**src/rtl/fetch_unit.sv**
```systemverilog
// fetch_unit: instruction fetch stage with variable-latency memory, decode handshake and branch redirect
module fetch_unit #(
   parameter logic [31:0] RESET_PC = 32'h0000_0000
) (
   input  logic        clk,
   input  logic        rst,
   output logic        imem_req_valid,
   input  logic        imem_req_ready,
   output logic [31:0] imem_addr,
   input  logic        imem_resp_valid,
   input  logic [31:0] imem_resp_data,
   output logic        inst_valid,
   input  logic        inst_ready,
   output logic [31:0] inst,
   output logic [31:0] inst_pc,
   input  logic        redirect_valid,
   input  logic [31:0] redirect_base,
   input  logic [31:0] redirect_imm,
   output logic        fetch_fault
);
   typedef enum logic [2:0] {FETCH, WAIT, HOLD, DRAIN, HALT} state_t;
   state_t state, state_nxt;
   logic [31:0] pc, target;
   logic accept, redir, misaligned;
   // the immediate counts halfwords, so the shift turns it into a byte offset
   assign target = redirect_base + (redirect_imm << 1);
   assign misaligned = |target[1:0];
   assign redir = redirect_valid && state != HALT;
   assign accept = imem_req_valid && imem_req_ready;
   // state register
   always_ff @(posedge clk or posedge rst)
      if (rst) state <= FETCH;
      else state <= state_nxt;
   // next state: a redirect outranks every other event; a request already in flight forces DRAIN
   always_comb begin
      state_nxt = state;
      if (redir)
         state_nxt = misaligned ? HALT :
                     (state == FETCH) ? (accept ? DRAIN : FETCH) :
                     (state == WAIT) ? (imem_resp_valid ? FETCH : DRAIN) :
                     (state == HOLD) ? FETCH : DRAIN;
      else
         case (state)
            FETCH: state_nxt = accept ? WAIT : FETCH;
            WAIT: state_nxt = imem_resp_valid ? HOLD : WAIT;
            HOLD: state_nxt = inst_ready ? FETCH : HOLD;
            DRAIN: state_nxt = imem_resp_valid ? FETCH : DRAIN;
            default: state_nxt = state;
         endcase
   end
   // request outputs decode straight from state and pc; held low while reset is asserted
   always_comb begin
      imem_req_valid = (state == FETCH) && !rst;
      imem_addr = pc;
   end
   // pc and the registered decode-facing outputs
   always_ff @(posedge clk or posedge rst)
      if (rst) begin
         pc <= RESET_PC;
         inst <= '0;
         inst_pc <= '0;
         inst_valid <= 1'b0;
         fetch_fault <= 1'b0;
      end else if (redir) begin
         inst_valid <= 1'b0;
         if (misaligned) fetch_fault <= 1'b1;
         else pc <= target;
      end else if (state == WAIT && imem_resp_valid) begin
         inst <= imem_resp_data;
         inst_pc <= pc;
         inst_valid <= 1'b1;
         pc <= pc + 32'd4;
      end else if (state == HOLD && inst_ready) begin
         inst_valid <= 1'b0;
      end
endmodule

```
**config.mk**
```make
export PLATFORM = sky130hd
export DESIGN_NAME = fetch_unit
export DESIGN_NICKNAME = d
export VERILOG_FILES = /design/src/rtl/fetch_unit.sv
export SDC_FILE = /design/constraint.sdc
export NUM_CORES = 1
export LEC_CHECK = 0
export CORE_UTILIZATION = 51
export CTS_CLUSTER_SIZE = 8
export DETAILED_ROUTE_END_ITERATION = 10
export PLACE_DENSITY = 0.91
export SYNTH_ARGS = -nofsm -noshare
export SYNTH_HDL_FRONTEND = slang
export SYNTH_SLANG_ARGS = --single-unit
```
**constraint.sdc**
```tcl
create_clock -name clk -period 4.5 [get_ports clk]
set_input_delay 0.45 -clock clk [delete_from_list [all_inputs] [get_ports clk]]
set_output_delay 0.45 -clock clk [all_outputs]
set_load 0.05 [all_outputs]
```
==> results.yml <==
synthesis:
  yosysSeqAreaShare_pct: 39.8
  synth_cell_types: 61
  syn_inst: 806
  ys.flop_type: "dfrtp_1"
  async_flop_share_pct: 100
  synth_xor_area_share_pct: 2.76
  synth_compound_area_share_pct: 18.4
  yosys-top-cells-area: "dfrtp_1 (40%), nand2_1 (14%), ha_1 (6.1%), a21oi_1 (5.1%), o21ai_0 (3.5%)"
  yosys.area_share.simple_pct: 28.2
  avgSynthCellArea_sq_um: 7.88
  synthTopCellsByCount: "nand2_1 (245), dfrtp_1 (101), a21oi_1 (65), o21ai_0 (45), nor2_1 (43)"
  ys_seq_elements: 101
  synth_top_area_cell: "dfrtp_1"
  synth_top_family_by_area: "simple AND/OR/NAND/NOR gates"
  netlist_area_sq_um: 6350
  synth.area.mux_share_pct: 0.966
  synth-edff-count: 0
  syn-num-nets: 940
  synthAdderAreaFrac_pct: 6.42
  synth.top_cell.area_share_pct: 39.8
  yosysWarnings: 0
  synth.most_common_cell: "nand2_1"
die:
  die_area_sq_um: 12900
  die_h_um: 114
  die_x_um: 114
  rows: 40
  core_area_sq_um: 12100
  initial_core_util_pct: 52.6
  boundaryPins: 201
drt:
  postRouteAntennaNets: 0
  vias: 6537
  wl_per_cell_um: 15.4
  firstDrtPassIters: 6
  dr.first_iter.drc_count: 885
  drc: 0
  vias_per_cell: 5.65
  routed_wl_um: 17800
sta:
  fin_skew_ns: 0.00916
  setup_viol_count_final: 0
  whs_ns: 0.473
  drv_slew: 0
  hold_viol: 0
  fmax_mhz: 309
  fin_crit_ns: 3.23
  relSlewSlack_pct: 23.5
  fin_tns_setup_ns: 0
  period_share_pct: 71.8
  tightest_slew_ns: 1.15
  rsz0062_at_grt: "no"
min_path:
  hold_class: "flip-flop to flip-flop"
  hold_path_depth: 2
  hp-start: "inst[14]"
  holdPathEnd: "inst[14]"
clock_tree:
  cts_root_buf: "clkbuf_16"
  clockBufferDepth: 2
  cts_sinks: 101
  cts_inserted_buffers: 9
  tritoncts: "yes"
  cts_setup_buffers: 0
  cts_resized: 0
  h-tree-depth: 3
  clk_latency_ns: 0.34
  clkTransAtPathRegs_ns: 0.06
  cts_hold_buf: 0
setup_path:
  endpoint_kind: "flip-flop"
  r2r-start: "state[2]"
  startpoint_type: "input port"
  cp.arrival_ns: 3.45
  rrSetupSlack_ns: 1.62
  max_stage_delay_ns: 0.52
  cp_max_fo: 4
  reg2reg_to: "imem_addr[27]"
  cp_cell_sequence: "clkdlybuf4s50_1, ha_1, inv_1, fa_1, and2b_2, o2111ai_4, a2111oi_4, nor4_2, o21ai_4, mux2i_1, or4_1"
  cp.required_ns: 4.71
  r2r_cells: 7
  slowest_stage: "or4_1"
  critical_path_class: "input port to flip-flop"
global_routing:
  track_usage_pct: 28.2
  grt_pass1_vias: 5798
  grt_overflow: 0
  grtUsageMet3_pct: 3.45
  grt_util_met1_pct: 39.2
  grt_first_pass_wirelength_um: 28900
  antenna_found_initial: 0
  grt_max_degree: 73
  gr-usage-met2_pct: 44.8
  busiest_layer: "met2"
layout:
  drive_above_1_share_pct: 4.15
  syn_to_final_growth_pct: 38.0
  insertedDiodeCount: 0
  final_cells: 1156
  final_area_sq_um: 8760
  final_nets: 1118
place:
  io_buffers: 199
  gp_congestion: 0.948
  place_area_sq_um: 8490
  hpwl_um: 13300
  place_inst: 1141
run:
  maxCapViolCount: 0
power:
  p_leak_nw: 3.88
  total_power_mw: 5.68
  cellPowerDensity_nw_per_um2: 648
  peakVddDrop_uv: 296
outcome:
  status: "finished, final reports clean"
==> where the power goes <==
| part | internal (mW) | switching (mW) |
|---|---|---|
| combinational | 1.08 | 2.18 |
| sequential | 1.29 | 0.406 |
| clock | 0.400 | 0.324 |
==> how the worst max path moves through the flow <==
stage | from | to | slack (ns) | depth (start not counted)
floorplan | rst | state[1] | 1.06 | 6
global placement | redirect_base[1] | imem_addr[27] | 1.01 | 11
detailed placement | redirect_base[1] | imem_addr[27] | 0.95 | 11
CTS | redirect_base[1] | imem_addr[27] | 1.30 | 11
global route | redirect_base[1] | imem_addr[27] | 1.17 | 11
finish | redirect_base[1] | imem_addr[27] | 1.27 | 11
==> routing by layer <==
| metal | share of wire, % | up-vias | wire (um) |
|---|---|---|---|
| met5 | 0 | - | 0 |
| met4 | 2.8 | 0 | 495 |
| li1 | - | 3180 | - |
| met3 | 6.5 | 37 | 1160 |
| met2 | 47 | 305 | 8390 |
| met1 | 44 | 3015 | 7790 |
==> layout by cell type (no fill, tap or decap), types with 4 or more instances in the layout <==
cell type / n
a21o_1: 7
o22ai_1: 6
xor2_1: 11
ha_1: 31
nor3_1: 14
and3_1: 10
o221ai_1: 4
a21oi_1: 65
mux2i_1: 5
a31oi_1: 10
nand4_1: 21
nor2_1: 43
dfrtp_1: 101
nand2_1: 245
clkbuf_16: 9
xnor2_1: 9
inv_1: 17
nand3_1: 29
o21ai_0: 45
clkdlybuf4s50_1: 199
o21a_1: 6
or3_1: 5
o31ai_1: 4
nand2b_1: 8
nor4_1: 6
and2_1: 5
buf_4: 9
==> state kept, by name, indices dropped and copies added (netlist names) <==
signal       flops
inst_pc         32
inst_valid       1
inst            32
state            3
imem_addr       32
fetch_fault      1
==> through the flow <==
stage / util (%) / setup slack (ns)
after floorplan: - / 1.06
after global placement: 70.4 / 1.01
after detailed placement: 70.4 / 0.947
after CTS: 72.7 / 1.30
after global routing: 72.7 / 1.17
final: 72.7 / 1.27
==> cell families (layout without fill, tap and decap cells) <==
family	count (synthesis)	count (layout)
AOI/OAI and AO/OA	183	183
xor gates and xnor gates	20	20
adders and majority gates	32	32
buffers and inverters	59	241
DFF	101	101
muxes	6	6
and+or+nand+nor	405	405
==> critical path, delay by kind of cell <==
kind	cells	cell delay, ns
multiplexers	1	0.09
buffers and inverters	2	0.52
AO/OA/AOI/OAI	3	0.91
adder cells (fa/ha/maj)	2	0.54
AND/OR/NAND/NOR	3	0.92
==> area by class of cell <==
cell class | count | area, sq um
Clock buffer | 11 | 253
Clock inverter | 4 | 23.8
Fill cell | 897 | 3300
Inverter | 18 | 70.1
Multi-Input combinational cell | 646 | 3620
Sequential cell | 101 | 2530
Tap cell | 168 | 210
Timing Repair Buffer | 208 | 2060
Power figures use the tool's default switching activity.
